$ cat src/rtl/usb_cdc_pkg.sv
// Shared types and constants for the toggle-handshake CDC sender.
// Used by usb_cdc_sender and usb_cdc_bitsync.
package usb_cdc_pkg;

  typedef enum logic [0:0] {
    IDLE     = 1'b0,
    WAIT_ACK = 1'b1
  } state_t;

  localparam int SYNC_STAGES_MIN = 2;

endpackage

$ cat src/rtl/usb_cdc_bitsync.sv
// Single-bit flop-chain synchronizer with asynchronous reset to 0.
// Chains shorter than SYNC_STAGES_MIN are widened to the minimum.
module usb_cdc_bitsync
  import usb_cdc_pkg::*;
#(
  parameter int STAGES = 2
) (
  input  logic clock,
  input  logic reset1_async,
  input  logic d,
  output logic q
);

  localparam int N = (STAGES < SYNC_STAGES_MIN) ? SYNC_STAGES_MIN : STAGES;

  logic [N-1:0] chain;

  always_ff @(posedge clock or posedge reset1_async) begin
    if (reset1_async) begin
      chain <= '0;
    end else begin
      chain <= {chain[N-2:0], d};
    end
  end

  assign q = chain[N-1];

endmodule

$ cat src/rtl/usb_cdc_sender.sv
// Source side of a toggle-handshake clock-domain crossing.
// Optional ack timeout detection is built when USB_CDCTX_TIMEOUT_EN is defined.
module usb_cdc_sender
  import usb_cdc_pkg::*;
#(
  parameter int                    DATA_WIDTH     = 8,
  parameter logic [DATA_WIDTH-1:0] DATA_ONRST     = '0,
  parameter int                    SYNC_STAGES    = 2,
  parameter int                    TIMEOUT_CYCLES = 1023
) (
  input  logic                  clock,
  input  logic                  reset1_async,
  input  logic                  in_valid,
  output logic                  in_ready,
  input  logic [DATA_WIDTH-1:0] in_data,
  output logic                  xfer_req,
  output logic [DATA_WIDTH-1:0] xfer_data,
  input  logic                  xfer_ack_async,
  output logic                  busy,
  output logic                  timeout_err
);

  state_t state;
  logic   ack_sync;
  logic   handshake;

  usb_cdc_bitsync #(
    .STAGES (SYNC_STAGES)
  ) u_ack_sync (
    .clock        (clock),
    .reset1_async (reset1_async),
    .d            (xfer_ack_async),
    .q            (ack_sync)
  );

  assign in_ready  = (state == IDLE);
  assign busy      = (state == WAIT_ACK);
  assign handshake = in_valid && in_ready;

  // A word stays frozen on xfer_data until the returned toggle matches xfer_req;
  // mismatching ack toggles seen in IDLE are ignored.
  always_ff @(posedge clock or posedge reset1_async) begin
    if (reset1_async) begin
      state     <= IDLE;
      xfer_req  <= 1'b0;
      xfer_data <= DATA_ONRST;
    end else begin
      case (state)
        IDLE: begin
          if (handshake) begin
            xfer_data <= in_data;
            xfer_req  <= ~xfer_req;
            state     <= WAIT_ACK;
          end
        end
        WAIT_ACK: begin
          if (ack_sync == xfer_req) begin
            state <= IDLE;
          end
        end
        default: state <= IDLE;
      endcase
    end
  end

`ifdef USB_CDCTX_TIMEOUT_EN
  localparam int              CNT_W   = $clog2(TIMEOUT_CYCLES + 1);
  localparam logic [CNT_W-1:0] CNT_MAX = CNT_W'(TIMEOUT_CYCLES);

  logic [CNT_W-1:0] tmo_cnt;
  logic             tmo_flag;

  // Counter saturates at the limit; the flag is sticky until reset.
  always_ff @(posedge clock or posedge reset1_async) begin
    if (reset1_async) begin
      tmo_cnt  <= '0;
      tmo_flag <= 1'b0;
    end else begin
      if (handshake) begin
        tmo_cnt <= '0;
      end else if (state == WAIT_ACK && tmo_cnt != CNT_MAX) begin
        tmo_cnt <= tmo_cnt + 1'b1;
      end
      if (state == WAIT_ACK && tmo_cnt == CNT_MAX) begin
        tmo_flag <= 1'b1;
      end
    end
  end

  assign timeout_err = tmo_flag;
`else
  assign timeout_err = 1'b0;
`endif

endmodule

$ cat config.mk
export PLATFORM = sky130hd
export DESIGN_NAME = usb_cdc_sender
export DESIGN_NICKNAME = d
export VERILOG_FILES = /design/src/rtl/usb_cdc_pkg.sv /design/src/rtl/usb_cdc_bitsync.sv /design/src/rtl/usb_cdc_sender.sv
export SDC_FILE = /design/constraint.sdc
export NUM_CORES = 1
export LEC_CHECK = 0
export BUFFER_PORTS_ARGS = -buffer_cell sky130_fd_sc_hd__buf_2
export CAP_MARGIN = 30
export CORE_AREA = 2 2 39 41
export CTS_CLUSTER_DIAMETER = 30
export DETAILED_ROUTE_END_ITERATION = 7
export DIE_AREA = 0 0 41 43
export PLACE_DENSITY = 0.66
export SYNTH_ARGS = -nofsm -noshare
export SYNTH_HDL_FRONTEND = slang
export SYNTH_HIERARCHICAL = 1
export SYNTH_SLANG_ARGS = --single-unit
$ cat constraint.sdc
create_clock -name clock -period 1.3 [get_ports clock]
set_clock_uncertainty 0.05 [all_clocks]
set_input_delay 0.39 -clock clock [delete_from_list [all_inputs] [get_ports clock]]
set_output_delay 0.39 -clock clock [all_outputs]
set_load 0.005 [all_outputs]
Word level (Yosys, flattened, before mapping)
Cells that the tools add are included.
- eq/ne operators: 1
- multiplexer cells: 3
- bitwise gates (word level): 2
- reductions and logical operators: 2
- operator list (cell ; count):
    1-bit 2-to-1 mux ; 2
    1-bit inverter ; 2
    1-bit one-hot mux with 2 select lines ; 1
    2-bit AND reduction ; 1
    1-bit equality test ; 1
    1-bit logical AND ; 1
- register bits: 12
- bits of input ports: 12
- output and inout port bits: 12
- logic and storage cells: 12

Logic depth before layout (Yosys ltp)
Gate-level depths: netlist (run 1).
- word-level depth: 4
- depth in mapped cells: 3
- mapped depth without buffers: 2

Cells and area by module
Netlist (run 1), hierarchy kept.
- by module, submodules not included (module ; times used ; cells an instance ; area an instance (µm²) ; sequential area each (µm²)):
    usb_cdc_sender ; 1 ; 27 ; 435.4 ; 250.2
    usb_cdc_bitsync ; 1 ; 3 ; 53.8 ; 50.0

Worst setup path before layout (run 1)
Ideal clock, no wire load.
- path type: register to register
- start: register state, in the netlist busy
- end: register xfer_data[0]
- library setup time: 0.125 ns
- data arrival time: 0.976 ns
- data required time: 1.125 ns
- setup slack: 0.149 ns
- cell stages (with the launch flop): 4
- buffers on the path: 1
- clock period less this slack: 1.151 ns
- path through: dfrtp_1 nor2b_2 buf_6 mux2_4
- word-level cells in the longest chain between the ends: 3
- RTL lines (element ; line ; text):
    start, declared ; usb_cdc_sender.sv:23 ; state_t state;
    start signal, assigned ; usb_cdc_sender.sv:44 ; state <= IDLE;
    start signal, assigned ; usb_cdc_sender.sv:53 ; state <= WAIT_ACK;
    start signal, assigned ; usb_cdc_sender.sv:58 ; state <= IDLE;
    1-bit inverter (no line) (*) ; n/a ;
    1-bit logical AND ; usb_cdc_sender.sv:38 ; assign handshake = in_valid && in_ready;
    2-bit AND reduction (no line) (*) ; n/a ;
    end signal, assigned ; usb_cdc_sender.sv:51 ; xfer_data <= in_data;
    end, declared ; usb_cdc_sender.sv:17 ; output logic [DATA_WIDTH-1:0] xfer_data,
Every way passes the cells marked *; elsewhere a longest branch is shown, timed or not.
A chain may end at the register's enable or synchronous reset.

Worst setup path in the final report (run 1)
- start: register state, in the netlist busy
- end: output port in_ready
- word-level cells in the longest chain between the ends: 1
- RTL lines (element ; line ; text):
    1-bit inverter (no line) ; n/a ;
    end, declared ; usb_cdc_sender.sv:14 ; output logic in_ready,
No other way between the ends.

==> results.md, run 1 <==
- Leaving out fill and tap cells, the most frequent cells in the layout are 21 x sky130_fd_sc_hd__buf_2, 12 x sky130_fd_sc_hd__dfrtp_1, 8 x sky130_fd_sc_hd__mux2_4, 3 x sky130_fd_sc_hd__clkbuf_4.
- In this run the vertical extent of the chip is 43 µm.
- Fill cells in the final layout number 124.
- The count of buffers added on input and output ports is 22.
- The worst setup path is launched from a register.
- Entering global routing, the biggest net connects 11 pins.
- The critical path contains buffers and inverters numbering 3 combined.
- The number of cells traversed by the worst register-to-register path is 4.
- The total placed cells including tap cells is 67.
- The area of the mapped netlist is 489 µm².
- The die is 41 µm wide.
- For this run, the detailed router's first-pass iteration total came to 1.
- CTS saw 12 sinks.
- The portion of synthesized area spent on multiplexers is 0.246.
- Of the total synthesized cell area, the portion taken by XOR and XNOR cells is 0.0358.
- The basic-gate share of the synthesized area counting and, or, nand and nor cells is 0.0179.
- The proportion of layout cells with a drive suffix above 1 is 0.690.
- Of all nets on the critical path, the largest fanout is 3.
- The number of global-route vias before repair is 280.
- The category of cells accounting for the largest share of critical-path delay is flip-flops.
- The signal on the critical path passes through buf_6 > inv_2 > buf_6.
- The initial antenna violation count was 0.
- The CTS clock-pin slew for the worst setup and hold paths is 0.06 ns.
- The kind of end point of the critical path is an output pin.
- For the worst-skew pair, the clock arrives at the later sink with an insertion delay of 0.25 ns.
- The final reports fail on setup timing.
- The data arrival time of the critical path is 0.89 ns.
- Once detailed placement completed, the half-perimeter wirelength came to 603 µm.
- The final layout contains routed wiring with a total length of 789 µm.
- The reported leakage power is 0.373 nW.
- The first global-routing pass estimated 1230 µm of wire.
- The number of register bits inferred by synthesis is 12.
- The most used cell along the critical path is sky130_fd_sc_hd__buf_6.
- The via count normalized by instance count is 4.11.
- Setup repair after global routing could not meet its margin everywhere.
- The number of vias in the routed layout is 304.
- The total global routing overflow is 0.
- Power spread over the standard cell area amounts to 2200 nW/µm².
- The number of antenna diodes in the final layout is 0.
- The worst hold slack after final layout is 0.186 ns.
- The biggest cell delay along the critical path is 0.39 ns.
- Yosys printed 6 warnings.
- The root buffer cell is sky130_fd_sc_hd__clkbuf_4.
- The library cell used most frequently in the layout, excluding fill and tap cells, is sky130_fd_sc_hd__buf_2.
- The cell count after synthesis is 30.
- TritonCTS built the clock tree.
- The shortest clock period the worst path allows after layout is 1.33 ns.
- Among all stages on the critical path, the largest delay is contributed by sky130_fd_sc_hd__dfrtp_1.
- The total global routing track utilization is 0.109.
- STA puts the critical path data required time at 0.86 ns.
- By startpoint and endpoint, the worst setup path is classified as reg -> out.
- The compound-gate portion of the synthesized area came to 0.0179.
- The count of nets left with antenna violations once routing finished came out at 0.
- The total of endpoints with negative setup slack in the final report is 2.
- The final-report max-slew violation count came to 0.
- The global placer's final weighted congestion is 0.679.
- After the first detailed-routing iteration, the DRC count stood at 0.
- In the post-route analysis, the smallest setup slack over all paths is -0.0282 ns.
- No sink is reached through more buffers than the 2 on the longest clock path.
- The placed cell area is 608 µm².
- The full die area is 1760 µm².
- The average wire per standard cell is 10.7 µm.
- Relative to the synthesized area, the layout overhead comes to 41.2%.
- The dominant combinational cell family by area after synthesis is multiplexers.
- The type of the worst min-delay path is in -> reg.
- The number of instances on the worst hold path is 1.
- The final layout contains 72 nets.
- The number of rows in the core area is 14.
- The netlist uses 9 different library cells.
- The average cell area after synthesis is 16.3 µm².
- The synthesized net count is 42.
- The number of max-capacitance violations reported is 0.
- The highest clock frequency the design can meet is 753 MHz.
- The effective utilization at floorplan is 0.354.
- The H-tree depth is 1.
- The proportion of synthesized chip area in sequential cells is 0.614.
- The synthesized-area fraction occupied by adder cells is 0.
- The count of placed standard cells in the final layout, fillers left out is 74.
- The worst-case IR drop observed on VDD is 0.000870 V.
- The pre-CTS setup slack is -0.255 ns.
- During I/O placement, the number of pins put on the boundary was 24.
- The critical path depth in cells is 3.
- The number of buffers inserted during clock tree synthesis is 3.
- The run finished, with violations left.
- The total area inside the core boundary comes to 1380 µm².
- The setup total negative slack is -0.0532 ns.
- The DRC violation count after routing is 0.
- The number of hold violations in the final report is 0.
- In the finished design, the share of the clock period the worst path needs comes to 1.02.
- The post-route cell area is 691 µm².
[cell families after synthesis]
kind of cell / count (synthesis)
compound gates: 1
flops: 12
other cells: 1
mux: 8
buf+inv: 5
simple gates: 1
xor+xnor: 2
[power by group]
group / internal [mW] / leakage, nW / switching (mW) / total [mW]
registers: 0.537 / 0.140 / 0.0948 / 0.632
clock network: 0.107 / 0.0138 / 0.101 / 0.208
logic: 0.463 / 0.219 / 0.218 / 0.681
[routing by layer]
metal	track usage	part of all wire	up-vias
li1	-	-	150
met1	0.143	0.43	141
met2	0.147	0.49	11
met3	0.0314	0.068	2
met4	0.0800	0.014	0
met5	0	0	-
[timing repair]
| item | CTS | global route |
|---|---|---|
| endpoints found under the setup margin | 10 | 10 |
| hold endpoints to repair | 2 | 0 |
| resized for setup | 1 | 3 |
| buffers inserted | 1 | 2 |
| hold buffers | 1 | 0 |
[stage by stage]
| step | util | total power, mW |
|---|---|---|
| 2_1_floorplan | - | 0.979 |
| 3_3_place_gp | 0.439 | 1.20 |
| 3_5_place_dp | 0.439 | 1.21 |
| 4_1_cts | 0.472 | 1.46 |
| 5_1_grt | 0.499 | 1.64 |
| 6_report | 0.499 | 1.52 |
[path summary, 6_finish.rpt]
kind                                          startpoint                            end  slack (ns)
setup / recovery                          busy$_DFF_PP0_                       in_ready       -0.03
hold / removal                            xfer_ack_async  u_ack_sync/chain[0]$_DFF_PP0_        0.19
setup reg to reg                          busy$_DFF_PP0_       xfer_data[4]$_DFFE_PP0P_        0.02
hold reg to reg            u_ack_sync/chain[0]$_DFF_PP0_  u_ack_sync/chain[1]$_DFF_PP0_        0.31
max in group asynchronous                   reset1_async       xfer_data[6]$_DFFE_PP0P_        0.34
min in group asynchronous                   reset1_async  u_ack_sync/chain[0]$_DFF_PP0_        0.47
[final cells by class]
class                           instances  area, µm²  share of cell area
Sequential cell                        12        300               0.435
Timing Repair Buffer                   27        173               0.250
Multi-Input combinational cell         13        164               0.237
Clock buffer                            3       22.5              0.0326
Tap cell                               16       20.0              0.0290
Inverter                                3       11.3              0.0163
[state kept, by name (all words and copies together), names as in the netlist]
name              flops
xfer_data             8
u_ack_sync/chain      2
busy                  1
xfer_req              1
[synthesized netlist by cell type, drive strengths merged]
cell	n	area, µm²
nor2b	1	8.76
dfrtp	12	300
a21o	1	8.76
xor2	2	17.5
inv	3	11.3
mux2	8	120
buf	2	18.8
conb	1	3.75
Note: power is estimated with default switching activity, not from simulation.
==> run 2: changes to the inputs <==
--- a/config.mk
+++ b/config.mk
@@ -12,6 +12,7 @@
 export DETAILED_ROUTE_END_ITERATION = 7
 export DIE_AREA = 0 0 41 43
 export PLACE_DENSITY = 0.66
+export SETUP_SLACK_MARGIN = 0.1
 export SYNTH_ARGS = -nofsm -noshare
 export SYNTH_HDL_FRONTEND = slang
 export SYNTH_HIERARCHICAL = 1
==> constraint.sdc (replaced) <==
create_clock -name clock -period 1.5 [get_ports clock]
set_clock_uncertainty 0.05 [all_clocks]
set_input_delay 0.45 -clock clock [delete_from_list [all_inputs] [get_ports clock]]
set_output_delay 0.45 -clock clock [all_outputs]
set_load 0.005 [all_outputs]
==> results.md, run 2 (same netlist as run 1, synthesis figures left out) <==
- The flow ran to the end, and the final reports show no timing, DRC or antenna violations.
- The total global routing overflow is 0.
- The layout net count is 68.
- Across the run, the number of max-cap violations was 0.
- The number of global-route vias before repair came to 291.
- The category of the worst setup path launch point is a register.
- Once placement completed, the tool counted placed cells totaling 66.
- Data on the critical path arrives at its endpoint at 0.86 ns.
- The clock power share is 0.200.
- The initial antenna violation count is 0.
- The total length of routed wires is 779 µm.
- Of the total power, combinational logic draws 0.362.
- For this block, the via count after detailed routing is 292.
- The number of buffers inserted by port buffering is 22.
- The total global routing track utilization is 0.102.
- CTS placed an instance of sky130_fd_sc_hd__clkbuf_4 at the clock tree root.
- The count of placed standard cells in the final layout, fillers left out is 71.
- In this run the worst hold path is classified as in -> reg.
- Counting instances, the worst hold path has a depth of 1.
- The repair_antennas step left the layout with diodes totalling 0.
- The largest registers in the layout are xfer_data x8, u_ack_sync/chain x2.
- The power per cell area is 1960 nW/µm².
- After the first detailed-routing iteration, the DRC count stood at 3.
- Routability-driven placement finished with a final weighted congestion of 0.682.
- The smallest setup slack after layout is 0.141 ns.
- The reported leakage power is 0.354 nW.
- In this run, CTS created clock tree buffers numbering 3.
- The register with the most flip-flops in the layout has 8 of them.
- 24 I/O pins were placed.
- The floorplan step defined a die boundary enclosing 1760 µm².
- For this configuration, the core starts out at a cell density of 0.354.
- The pre-CTS setup slack is -0.131 ns.
- The highest clock frequency the design can meet is 736 MHz.
- The shortest clock period the worst path allows after layout is 1.36 ns.
- The path type of the worst setup path is reg -> out.
- Across the VDD grid, the largest voltage drop is 0.000714 V.
- The placed cell area is 601 µm².
- The number of buffers between clock root and the deepest sink is 2.
- The proportion of layout cells with a drive suffix above 1 is 0.655.
- The number of antenna-violating nets in the routed design is 0.
- Setup repair after global routing could not meet its margin everywhere.
- The H-tree depth is 1.
- The insertion delay to the later sink of the worst-skew pair is 0.27 ns.
- The library cell used most frequently in the layout, excluding fill and tap cells, is sky130_fd_sc_hd__buf_2.
- The total of endpoints with negative setup slack in the final report is 0.
- The global-route wire length before repair is 1150 µm.
- The worst endpoint required time is 1.00 ns.
- The number of hold violations in the final report is 0.
- The core footprint is 1380 µm².
- Internal power comes to 0.919 mW.
- The number of setup buffers added after CTS is 0.
- In the layout the commonest cells are 22 x sky130_fd_sc_hd__buf_2, 12 x sky130_fd_sc_hd__dfrtp_1, 8 x sky130_fd_sc_hd__mux2_4, 3 x sky130_fd_sc_hd__inv_1, 3 x sky130_fd_sc_hd__clkbuf_4.
- The critical-path maximum fanout is 4.
- The post-route cell area is 652 µm².
- Of the total power, registers draw 0.438.
- Dividing the detail-routed via count by the number of cells gives 4.11.
- The final cycle utilization of the critical path is 0.906.
- The final-report max-slew violation count is 0.
- After routing, the total negative slack on setup checks comes to 0 ns.
- Of the total power, the share spent switching nets is 0.279.
- The DRC violation count after routing is 0.
- The most flop-heavy register is xfer_data.
- The number of cells traversed by the worst register-to-register path is 2.
- Clock tree synthesis found a total of 12 sinks.
- The CTS clock-pin slew for the worst setup and hold paths is 0.07 ns.
- The final total power is 1.28 mW.
- The layout has 139 filler cells.
- The width of the chip is 41 µm.
- The average wire per standard cell is 11.0 µm.
- The die extent in y is 43 µm.
- The area growth from synthesis to layout is 33.2%.
- The power spent charging and discharging nets is 0.356 mW.
- The initialized floorplan defines 14 standard-cell rows.
- The pin count of the biggest net entering global routing is 11.
- The clock tree from TritonCTS is yes.
- The number of search-and-repair iterations in the first detailed-routing pass is 2.
- STA classifies the critical path endpoint as an output pin.
==> run 2: cell type report <==
class,count,area [µm²],area share
clock buffers,4,36.3,0.0557
inverters,3,11.3,0.0173
multi-input cells,13,164,0.251
flip-flops and latches,12,300,0.461
well taps,16,20.0,0.0307
repair buffers,23,120,0.184
==> run 2: timing repair <==
item                                   4_1_cts  5_1_grt
resized for setup                            1        0
endpoints found under the hold margin        2        0
hold buffers                                 1        0
setup endpoints to repair                    8        1
pin swaps                                    0        0
==> run 2: path summary, 6_finish.rpt <==
check | from | slack [ns] | end
setup reg to reg | busy$_DFF_PP0_ | 0.21 | xfer_data[7]$_DFFE_PP0P_
min in group asynchronous | reset1_async | 0.53 | u_ack_sync/chain[0]$_DFF_PP0_
max in group asynchronous | reset1_async | 0.48 | busy$_DFF_PP0_
setup / recovery | busy$_DFF_PP0_ | 0.14 | in_ready
hold / removal | xfer_ack_async | 0.24 | u_ack_sync/chain[0]$_DFF_PP0_
hold reg to reg | u_ack_sync/chain[0]$_DFF_PP0_ | 0.31 | u_ack_sync/chain[1]$_DFF_PP0_
==> run 2: critical path, cell delays in order, from the launching register on <==
cell and delay, ns:
sky130_fd_sc_hd__dfrtp_1 0.43, sky130_fd_sc_hd__inv_1 0.05, sky130_fd_sc_hd__buf_2 0.12
==> run 2: power groups by stage <==
stage | clock (mW) | sequential [mW] | combinational (mW)
after detailed placement | 0 | 0.563 | 0.465
final | 0.255 | 0.559 | 0.462
after global routing | 0.270 | 0.577 | 0.515
after floorplan | 0 | 0.568 | 0.280
after global placement | 0 | 0.560 | 0.457
after CTS | 0.255 | 0.565 | 0.471
==> run 2: through the flow <==
step	hold WS, ns	util
detailed placement	0.268	0.434
CTS	0.237	0.471
global placement	0.259	0.434
finish	0.238	0.471
global route	0.227	0.471
floorplan	0.141	-
==> run 2: routing by layer <==
metal	GRT usage	routed length, µm	part of all wire
met1	0.119	374	0.48
met2	0.138	345	0.44
met3	0.0471	51	0.065
met4	0.0800	8	0.010
met5	0	0	0
